## config.mk

```make
export PLATFORM = sky130hd
export DESIGN_NAME = wb_arbiter_flat
export DESIGN_NICKNAME = d
export VERILOG_FILES = /design/src/rtl/wb_arbiter_pkg.sv /design/src/rtl/wb_arbiter_if.sv /design/src/rtl/wb_arbiter_ld_tag_fifo.sv /design/src/rtl/wb_arbiter.sv /design/src/flat_wrapper.sv
export SDC_FILE = /design/constraint.sdc
export NUM_CORES = 1
export LEC_CHECK = 0
export ABC_AREA = 1
export CELL_PAD_IN_SITES_DETAIL_PLACEMENT = 1
export CELL_PAD_IN_SITES_GLOBAL_PLACEMENT = 1
export CORE_ASPECT_RATIO = 0.6
export CORE_MARGIN = 5
export CORE_UTILIZATION = 32
export DETAILED_ROUTE_END_ITERATION = 16
export GPL_TIMING_DRIVEN = 0
export MAX_ROUTING_LAYER = met4
export PLACE_DENSITY = 0.81
export SYNTH_ARGS = -nofsm -noshare
export SYNTH_HDL_FRONTEND = slang
export SYNTH_HIERARCHICAL = 1
export SYNTH_SLANG_ARGS = --single-unit
```

## constraint.sdc

```tcl
create_clock -name clk -period 2.7 [get_ports clk]
set_input_delay 0.675 -clock clk [delete_from_list [all_inputs] [get_ports clk]]
set_output_delay 0.675 -clock clk [all_outputs]
set_load 0.01 [all_outputs]
```

## src/rtl/wb_arbiter_pkg.sv

```systemverilog
`default_nettype none
// ============================================================================
// Module      : wb_arbiter_pkg
// Description : Shared widths and constants for the writeback arbiter slice.
//               DATA_W    - register data width
//               ADDR_W    - register address width (2**ADDR_W registers)
//               LDQ_DEPTH - maximum outstanding loads (power of two)
// Revision    : 1.0 - initial release
// ============================================================================
package wb_arbiter_pkg;

  localparam int DATA_W    = 32;
  localparam int ADDR_W    = 5;
  localparam int LDQ_DEPTH = 4;
  localparam int NUM_REGS  = 1 << ADDR_W;
  localparam int CNT_W     = $clog2(LDQ_DEPTH) + 1;

  localparam logic [ADDR_W-1:0] ZERO_REG = '0;

endpackage

`default_nettype wire

```

## src/rtl/wb_arbiter_if.sv

```systemverilog
`default_nettype none
// ============================================================================
// Module      : wb_arbiter_if
// Description : Bundle of the execute/memory side handshakes, the register
//               file write port and the scoreboard/status outputs.
//               slave  - view taken by wb_arbiter
//               master - view taken by the pipeline driving it
// Revision    : 1.0 - initial release
// ============================================================================
interface wb_arbiter_if;
  import wb_arbiter_pkg::*;

  logic                alu_valid;
  logic                alu_ready;
  logic [ADDR_W-1:0]   alu_rd;
  logic [DATA_W-1:0]   alu_data;
  logic                ld_issue;
  logic                ld_issue_ready;
  logic [ADDR_W-1:0]   ld_rd;
  logic                ld_resp_valid;
  logic [DATA_W-1:0]   ld_resp_data;
  logic                wr_en;
  logic [ADDR_W-1:0]   wr_addr;
  logic [DATA_W-1:0]   wr_data;
  logic [NUM_REGS-1:0] busy;
  logic [CNT_W-1:0]    pending_cnt;
  logic                err;

  modport slave (
    input  alu_valid, alu_rd, alu_data,
    input  ld_issue, ld_rd, ld_resp_valid, ld_resp_data,
    output alu_ready, ld_issue_ready,
    output wr_en, wr_addr, wr_data,
    output busy, pending_cnt, err
  );

  modport master (
    output alu_valid, alu_rd, alu_data,
    output ld_issue, ld_rd, ld_resp_valid, ld_resp_data,
    input  alu_ready, ld_issue_ready,
    input  wr_en, wr_addr, wr_data,
    input  busy, pending_cnt, err
  );

endinterface

`default_nettype wire

```

## src/rtl/wb_arbiter_ld_tag_fifo.sv

```systemverilog
`default_nettype none
// ============================================================================
// Module      : ld_tag_fifo
// Description : Synchronous FIFO of load destination tags. Exposes every
//               storage slot plus a per-slot valid mask so the parent can
//               OR-reduce the outstanding destinations.
//   clk, rstd          - clock, asynchronous active-low reset
//   push, din          - enqueue (ignored while full, even if popping)
//   pop, dout          - dequeue (ignored while empty), dout is the head
//   full, empty, count - occupancy status
//   entries, valid     - raw slot contents and which slots are occupied
// Revision    : 1.0 - initial release
// ============================================================================
module ld_tag_fifo #(
  parameter int WIDTH = 5,
  parameter int DEPTH = 4
) (
  input  logic                        clk,
  input  logic                        rstd,
  input  logic                        push,
  input  logic [WIDTH-1:0]            din,
  input  logic                        pop,
  output logic [WIDTH-1:0]            dout,
  output logic                        full,
  output logic                        empty,
  output logic [$clog2(DEPTH):0]      count,
  output logic [DEPTH-1:0][WIDTH-1:0] entries,
  output logic [DEPTH-1:0]            valid
);

  localparam int PTR_W = $clog2(DEPTH);

  logic [DEPTH-1:0][WIDTH-1:0] mem;
  logic [PTR_W-1:0]            rd_ptr;
  logic [PTR_W-1:0]            wr_ptr;
  logic                        do_push;
  logic                        do_pop;

  assign full    = (count == (PTR_W+1)'(DEPTH));
  assign empty   = (count == '0);
  assign do_push = push & ~full;
  assign do_pop  = pop & ~empty;
  assign dout    = mem[rd_ptr];
  assign entries = mem;

  always_ff @(posedge clk or negedge rstd) begin
    if (!rstd) begin
      mem    <= '0;
      rd_ptr <= '0;
      wr_ptr <= '0;
      count  <= '0;
    end else begin
      if (do_push) begin
        mem[wr_ptr] <= din;
        wr_ptr      <= wr_ptr + 1'b1;
      end
      if (do_pop) begin
        rd_ptr <= rd_ptr + 1'b1;
      end
      case ({do_push, do_pop})
        2'b10:   count <= count + 1'b1;
        2'b01:   count <= count - 1'b1;
        default: count <= count;
      endcase
    end
  end

  // A slot is live when its distance from the head (modulo DEPTH, which
  // the power-of-two pointer width gives for free) is below the count.
  for (genvar i = 0; i < DEPTH; i++) begin : g_valid
    logic [PTR_W-1:0] offset;
    assign offset   = PTR_W'(i) - rd_ptr;
    assign valid[i] = ({1'b0, offset} < count);
  end

endmodule

`default_nettype wire

```

## src/rtl/wb_arbiter.sv

```systemverilog
`default_nettype none
// ============================================================================
// Module      : wb_arbiter
// Description : Owns the register file write port. Merges ALU results and
//               in-order load returns into one registered write per cycle
//               (load > skid-buffered ALU > new ALU) and publishes a busy
//               scoreboard of pending load destinations.
//   clk  - clock
//   rstd - asynchronous active-low reset
//   bus  - wb_arbiter_if.slave: ALU/load handshakes, wr_en/wr_addr/wr_data,
//          busy, pending_cnt, sticky err
// Revision    : 1.0 - initial release
// ============================================================================
module wb_arbiter
  import wb_arbiter_pkg::*;
(
  input  logic         clk,
  input  logic         rstd,
  wb_arbiter_if.slave  bus
);

  logic                            fifo_full;
  logic                            fifo_empty;
  logic [CNT_W-1:0]                fifo_count;
  logic [ADDR_W-1:0]               fifo_head;
  logic [LDQ_DEPTH-1:0][ADDR_W-1:0] fifo_entries;
  logic [LDQ_DEPTH-1:0]            fifo_valid;

  logic                skid_full;
  logic [ADDR_W-1:0]   skid_rd;
  logic [DATA_W-1:0]   skid_data;
  logic                skid_full_nxt;
  logic [ADDR_W-1:0]   skid_rd_nxt;
  logic [DATA_W-1:0]   skid_data_nxt;

  logic                sel_valid;
  logic [ADDR_W-1:0]   sel_rd;
  logic [DATA_W-1:0]   sel_data;

  logic                wr_en_q;
  logic [ADDR_W-1:0]   wr_addr_q;
  logic [DATA_W-1:0]   wr_data_q;
  logic                err_q;
  logic                err_set;
  logic [NUM_REGS-1:0] busy_vec;

  logic alu_accept;
  logic ld_write;

  ld_tag_fifo #(
    .WIDTH (ADDR_W),
    .DEPTH (LDQ_DEPTH)
  ) u_ld_tag_fifo (
    .clk     (clk),
    .rstd    (rstd),
    .push    (bus.ld_issue),
    .din     (bus.ld_rd),
    .pop     (bus.ld_resp_valid),
    .dout    (fifo_head),
    .full    (fifo_full),
    .empty   (fifo_empty),
    .count   (fifo_count),
    .entries (fifo_entries),
    .valid   (fifo_valid)
  );

  // alu_ready depends only on the skid register, so a load response can
  // never combinationally stall the ALU handshake. While the skid holds an
  // entry nothing new is accepted, so the skid never needs to hold two.
  assign alu_accept = bus.alu_valid & ~skid_full;
  assign ld_write   = bus.ld_resp_valid & ~fifo_empty;
  assign err_set    = (bus.ld_issue & fifo_full) | (bus.ld_resp_valid & fifo_empty);

  always_comb begin
    sel_valid     = 1'b0;
    sel_rd        = bus.alu_rd;
    sel_data      = bus.alu_data;
    skid_full_nxt = skid_full;
    skid_rd_nxt   = skid_rd;
    skid_data_nxt = skid_data;
    if (ld_write) begin
      sel_valid = 1'b1;
      sel_rd    = fifo_head;
      sel_data  = bus.ld_resp_data;
      if (alu_accept) begin
        skid_full_nxt = 1'b1;
        skid_rd_nxt   = bus.alu_rd;
        skid_data_nxt = bus.alu_data;
      end
    end else if (skid_full) begin
      sel_valid     = 1'b1;
      sel_rd        = skid_rd;
      sel_data      = skid_data;
      skid_full_nxt = 1'b0;
    end else if (alu_accept) begin
      sel_valid = 1'b1;
    end
  end

  always_ff @(posedge clk or negedge rstd) begin
    if (!rstd) begin
      skid_full <= 1'b0;
      skid_rd   <= '0;
      skid_data <= '0;
      wr_en_q   <= 1'b0;
      wr_addr_q <= '0;
      wr_data_q <= '0;
      err_q     <= 1'b0;
    end else begin
      skid_full <= skid_full_nxt;
      skid_rd   <= skid_rd_nxt;
      skid_data <= skid_data_nxt;
      // r0 writes are consumed like any other but never reach the file.
      wr_en_q   <= sel_valid && (sel_rd != ZERO_REG);
      if (sel_valid) begin
        wr_addr_q <= sel_rd;
        wr_data_q <= sel_data;
      end
      if (err_set) begin
        err_q <= 1'b1;
      end
    end
  end

  always_comb begin
    busy_vec = '0;
    for (int i = 0; i < LDQ_DEPTH; i++) begin
      if (fifo_valid[i] && (fifo_entries[i] != ZERO_REG)) begin
        busy_vec[fifo_entries[i]] = 1'b1;
      end
    end
  end

  assign bus.alu_ready      = ~skid_full;
  assign bus.ld_issue_ready = ~fifo_full;
  assign bus.wr_en          = wr_en_q;
  assign bus.wr_addr        = wr_addr_q;
  assign bus.wr_data        = wr_data_q;
  assign bus.busy           = busy_vec;
  assign bus.pending_cnt    = fifo_count;
  assign bus.err            = err_q;

endmodule

`default_nettype wire
```

## src/flat_wrapper.sv

```systemverilog
// flat-port wrapper written by rule: the top's interface ports become plain ports
module wb_arbiter_flat import wb_arbiter_pkg::*;
  (clk, rstd, bus_alu_valid, bus_alu_rd, bus_alu_data, bus_ld_issue, bus_ld_rd, bus_ld_resp_valid, bus_ld_resp_data, bus_alu_ready, bus_ld_issue_ready, bus_wr_en, bus_wr_addr, bus_wr_data, bus_busy, bus_pending_cnt, bus_err);
  wb_arbiter_if bus_i ();
  input  logic clk;
  input  logic rstd;
  input wire logic [$bits(bus_i.alu_valid)-1:0] bus_alu_valid;
  input wire logic [$bits(bus_i.alu_rd)-1:0] bus_alu_rd;
  input wire logic [$bits(bus_i.alu_data)-1:0] bus_alu_data;
  input wire logic [$bits(bus_i.ld_issue)-1:0] bus_ld_issue;
  input wire logic [$bits(bus_i.ld_rd)-1:0] bus_ld_rd;
  input wire logic [$bits(bus_i.ld_resp_valid)-1:0] bus_ld_resp_valid;
  input wire logic [$bits(bus_i.ld_resp_data)-1:0] bus_ld_resp_data;
  output wire logic [$bits(bus_i.alu_ready)-1:0] bus_alu_ready;
  output wire logic [$bits(bus_i.ld_issue_ready)-1:0] bus_ld_issue_ready;
  output wire logic [$bits(bus_i.wr_en)-1:0] bus_wr_en;
  output wire logic [$bits(bus_i.wr_addr)-1:0] bus_wr_addr;
  output wire logic [$bits(bus_i.wr_data)-1:0] bus_wr_data;
  output wire logic [$bits(bus_i.busy)-1:0] bus_busy;
  output wire logic [$bits(bus_i.pending_cnt)-1:0] bus_pending_cnt;
  output wire logic [$bits(bus_i.err)-1:0] bus_err;
  assign bus_i.alu_valid = bus_alu_valid;
  assign bus_i.alu_rd = bus_alu_rd;
  assign bus_i.alu_data = bus_alu_data;
  assign bus_i.ld_issue = bus_ld_issue;
  assign bus_i.ld_rd = bus_ld_rd;
  assign bus_i.ld_resp_valid = bus_ld_resp_valid;
  assign bus_i.ld_resp_data = bus_ld_resp_data;
  assign bus_alu_ready = bus_i.alu_ready;
  assign bus_ld_issue_ready = bus_i.ld_issue_ready;
  assign bus_wr_en = bus_i.wr_en;
  assign bus_wr_addr = bus_i.wr_addr;
  assign bus_wr_data = bus_i.wr_data;
  assign bus_busy = bus_i.busy;
  assign bus_pending_cnt = bus_i.pending_cnt;
  assign bus_err = bus_i.err;
  wb_arbiter u_core (.clk(clk), .rstd(rstd), .bus(bus_i));
endmodule
```

==> flow_summary.yaml <==
sta:
  hold_viol: 0
  maxSlewHeadroom_pct: 35.0
  rsz0062_at_grt: "yes"
  period_share_pct: 124
  fin_skew_ns: 0.00784
  finalMaxSlewViolations: 0
  setup-tns-final_ns: -15.40
  fin_ws_ns: -0.660
  worstMarginPinSlew_ns: 0.967
  setup_viol: 31
  fmax_ghz: 0.298
  post-route-min-period_ns: 3.36
synthesis:
  synth_nets: 950
  avgSynthCellArea_sq_um: 7.31
  synth_fa_ha_area_share_pct: 2.11
  yosys-top-cells-area: "dfrtp_1, nand2_1, inv_1"
  synth_top_family_by_area: "simple AND/OR/NAND/NOR gates"
  syn_area_sq_mm: 0.00629
  muxShareOfSynthArea_pct: 0
  synth-compound-area-share_pct: 16.2
  synthDistinctLibCells: 33
  yosys.area.top_type_share_pct: 41.4
  yosys_warnings: 6
  synthCells: 861
  yosys.area_share.simple_pct: 29.5
  synth-xor-area-share_pct: 0.139
  synth_seq_cells: 104
  ys_seq_area_share_pct: 41.4
  synth.largest_area_cell: "dfrtp_1"
die:
  io_pins: 155
  die_area_sq_mm: 0.0227
  core_area_sq_mm: 0.0192
  placementRows: 39
  initial_core_util_pct: 32.8
  die_h_um: 119
  dieWidth_um: 191
route:
  drc: 0
  vias_per_cell: 5.38
  drtIter0Drc: 545
  dr.pass1.iters: 4
  wl_um: 27500
  ant_nets: 0
  vias: 7184
  routedWlPerCell_um: 20.6
cts:
  clock_latency_ns: 0.35
  tritoncts: "yes"
  hold_buffers: 0
  h-tree-depth: 3
  cts_buffers: 9
  cts_sinks: 104
  cts.path.max_buffers: 2
  clk_pin_slew_ns: 0.07
  cts-root-buf: "clkbuf_16"
global_route:
  grt_antenna_before_repair: 0
  grt_pass1_vias: 7183
  grt_first_pass_wirelength_um: 41700
  grt_usage_pct: 24.1
  overflow: 0
  grt_max_degree: 70
power:
  irDropWorstVdd_mv: 0.428
  power_density_mw_per_mm2: 1220
  leakage_nw: 4.31
  finalPower_mw: 11.3
worst_setup_path:
  critPathKind: "reg -> out"
  r2r-start: "u_core/u_ld_tag_fifo/count[2]$_DFFE_PN0P_"
  crit_fanout: 4
  endpoint_kind: "primary output"
  cp.required_ns: 2.03
  cp.arrival_ns: 2.68
  critPathLaunchType: "flop"
  crit_start: "u_core/u_ld_tag_fifo/rd_ptr[1]$_DFFE_PN0P_"
place:
  dp.cells: 1281
  port_buffers: 153
  dpl_cell_area_sq_mm: 0.00818
  place_hpwl_um: 19700
  place.gp.congestion: 0.947
  place_ws_ns: -1.21
finish:
  antennaDiodeCount: 0
  fin_area_sq_mm: 0.00932
  fin_cells: 1335
  area_growth_pct: 48.1
  nets: 1153
  drive_above_1_share_pct: 20.8
worst_hold_path:
  hp-class: "in -> async"
status:
  outcome: "finished with violations"
  violations: "negative setup slack"
run:
  maxCapViolCount: 0
## cells by family after synthesis
kind of cell | count (synthesis)
AOI/OAI and AO/OA | 164
xor gates and xnor gates | 1
other | 1
and+or+nand+nor | 435
DFF | 104
buffers and inverters | 146
adders and majority gates | 10
## path summary, 6_finish.rpt
check | end | slack, ns | cells after the start
worst max-delay path | bus_busy[28] | -0.66 | 13
worst min-delay path | u_core/bus.wr_data[0]$_DFFE_PN0P_ | 0.29 | 1
worst max register to register | u_core/skid_data[14]$_DFFE_PN0P_ | 0.48 | 10
worst min register to register | u_core/bus.err$_DFFE_PN0P_ | 0.49 | 1
max in group asynchronous | u_core/bus.wr_data[7]$_DFFE_PN0P_ | 1.67 | 2
min in group clk | u_core/bus.err$_DFFE_PN0P_ | 0.49 | 1
## state kept, by name (all words and copies together), names as in the netlist
name,cells
u_core/skid_rd,5
u_core/u_ld_tag_fifo/entries,20
u_core/u_ld_tag_fifo/wr_ptr,2
u_core/bus.wr_data,32
u_core/skid_data,32
u_core/bus.wr_addr,5
u_core/u_ld_tag_fifo/rd_ptr,2
u_core/u_ld_tag_fifo/count,3
u_core/skid_full,1
u_core/bus.err,1
u_core/bus.wr_en,1
## power breakdown
| group | total [mW] | switching [mW] | internal (mW) |
|---|---|---|---|
| Sequential | 3.06 | 0.763 | 2.29 |
| Combinational | 6.91 | 3.98 | 2.93 |
| Clock | 1.37 | 0.603 | 0.769 |
| Total | 11.3 | 5.35 | 5.99 |
## through the flow
| step | hold WS [ns] | util, % |
|---|---|---|
| after global placement | 0.468 | 42.5 |
| after global routing | 0.307 | 48.6 |
| after floorplan | 0.379 | - |
| after CTS | 0.293 | 46.3 |
| after detailed placement | 0.472 | 42.7 |
| final | 0.290 | 48.6 |
## cells in the mapped netlist, drive strengths merged
master,number
o22ai,3
nand2,230
nand4,38
a221o,1
a21oi,18
nor2,81
a21boi,2
nor3,14
buf,37
dfrtp,104
a31oi,32
conb,1
nand3,68
or2,4
inv,100
clkinv,3
clkbuf,6
o21ai,55
o211ai,42
fa,1
ha,9
o221ai,5
o2111ai,6
xnor2,1
## routing by layer
layer  wire, um  vias to the layer above  part of all wire (%)  GRT usage, %
li1           -                     3311                     -             -
met4        310                        0                   1.1          3.68
met1      13100                     3597                    48          36.0
met2      12000                      254                    44          33.8
met5          0                        -                     0             -
met3       2140                       22                   7.8          5.72
## cell usage in the layout, fill, tap and decap left out, types with 4 or more instances in the layout
master and instances:
nand4_1 38, o21ai_0 37, nand3_4 6, inv_1 89
o221ai_2 5, nand3_2 7, dfrtp_1 103, nor2_4 9
clkbuf_16 9, nand2_2 8, nand2_4 7, o21ai_1 16
a31oi_1 32, or2_4 4, buf_4 30, nor2_1 60
clkbuf_1 8, nor3_1 11, nand3_1 55, a21oi_1 9
ha_1 6, o211ai_1 42, inv_2 7, nand2_1 214
buf_6 29, a21oi_2 8, buf_2 43, clkdlybuf4s50_1 121
nor2_2 12
## timing repair
action                     in CTS  in global routing
pin swaps                      30                 31
setup buffers                  26                 15
cloned                          1                  0
setup endpoints to repair      31                 32
resized for setup             212                 85
## worst max-delay path: stages (launching register included)
cell and delay, ns:
dfrtp_1 0.40, buf_6 0.15, inv_8 0.05, nand2_4 0.05
nand2_4 0.08, inv_4 0.04, ha_4 0.20, a21boi_4 0.14
o21ai_4 0.15, buf_6 0.15, nand4_1 0.23, or2_4 0.34
o211ai_1 0.14, buf_2 0.19
## area by class of cell
class                           instances  area [sq um]
Clock inverter                          3          40.0
Multi-Input combinational cell        611          3550
Inverter                              103           413
Buffer                                 42           284
Fill cell                            2331          9860
Timing Repair Buffer                  193          1830
Clock buffer                           13           260
Sequential cell                       104          2600
Tap cell                              266           333
Note: power is estimated with default switching activity, not from simulation.
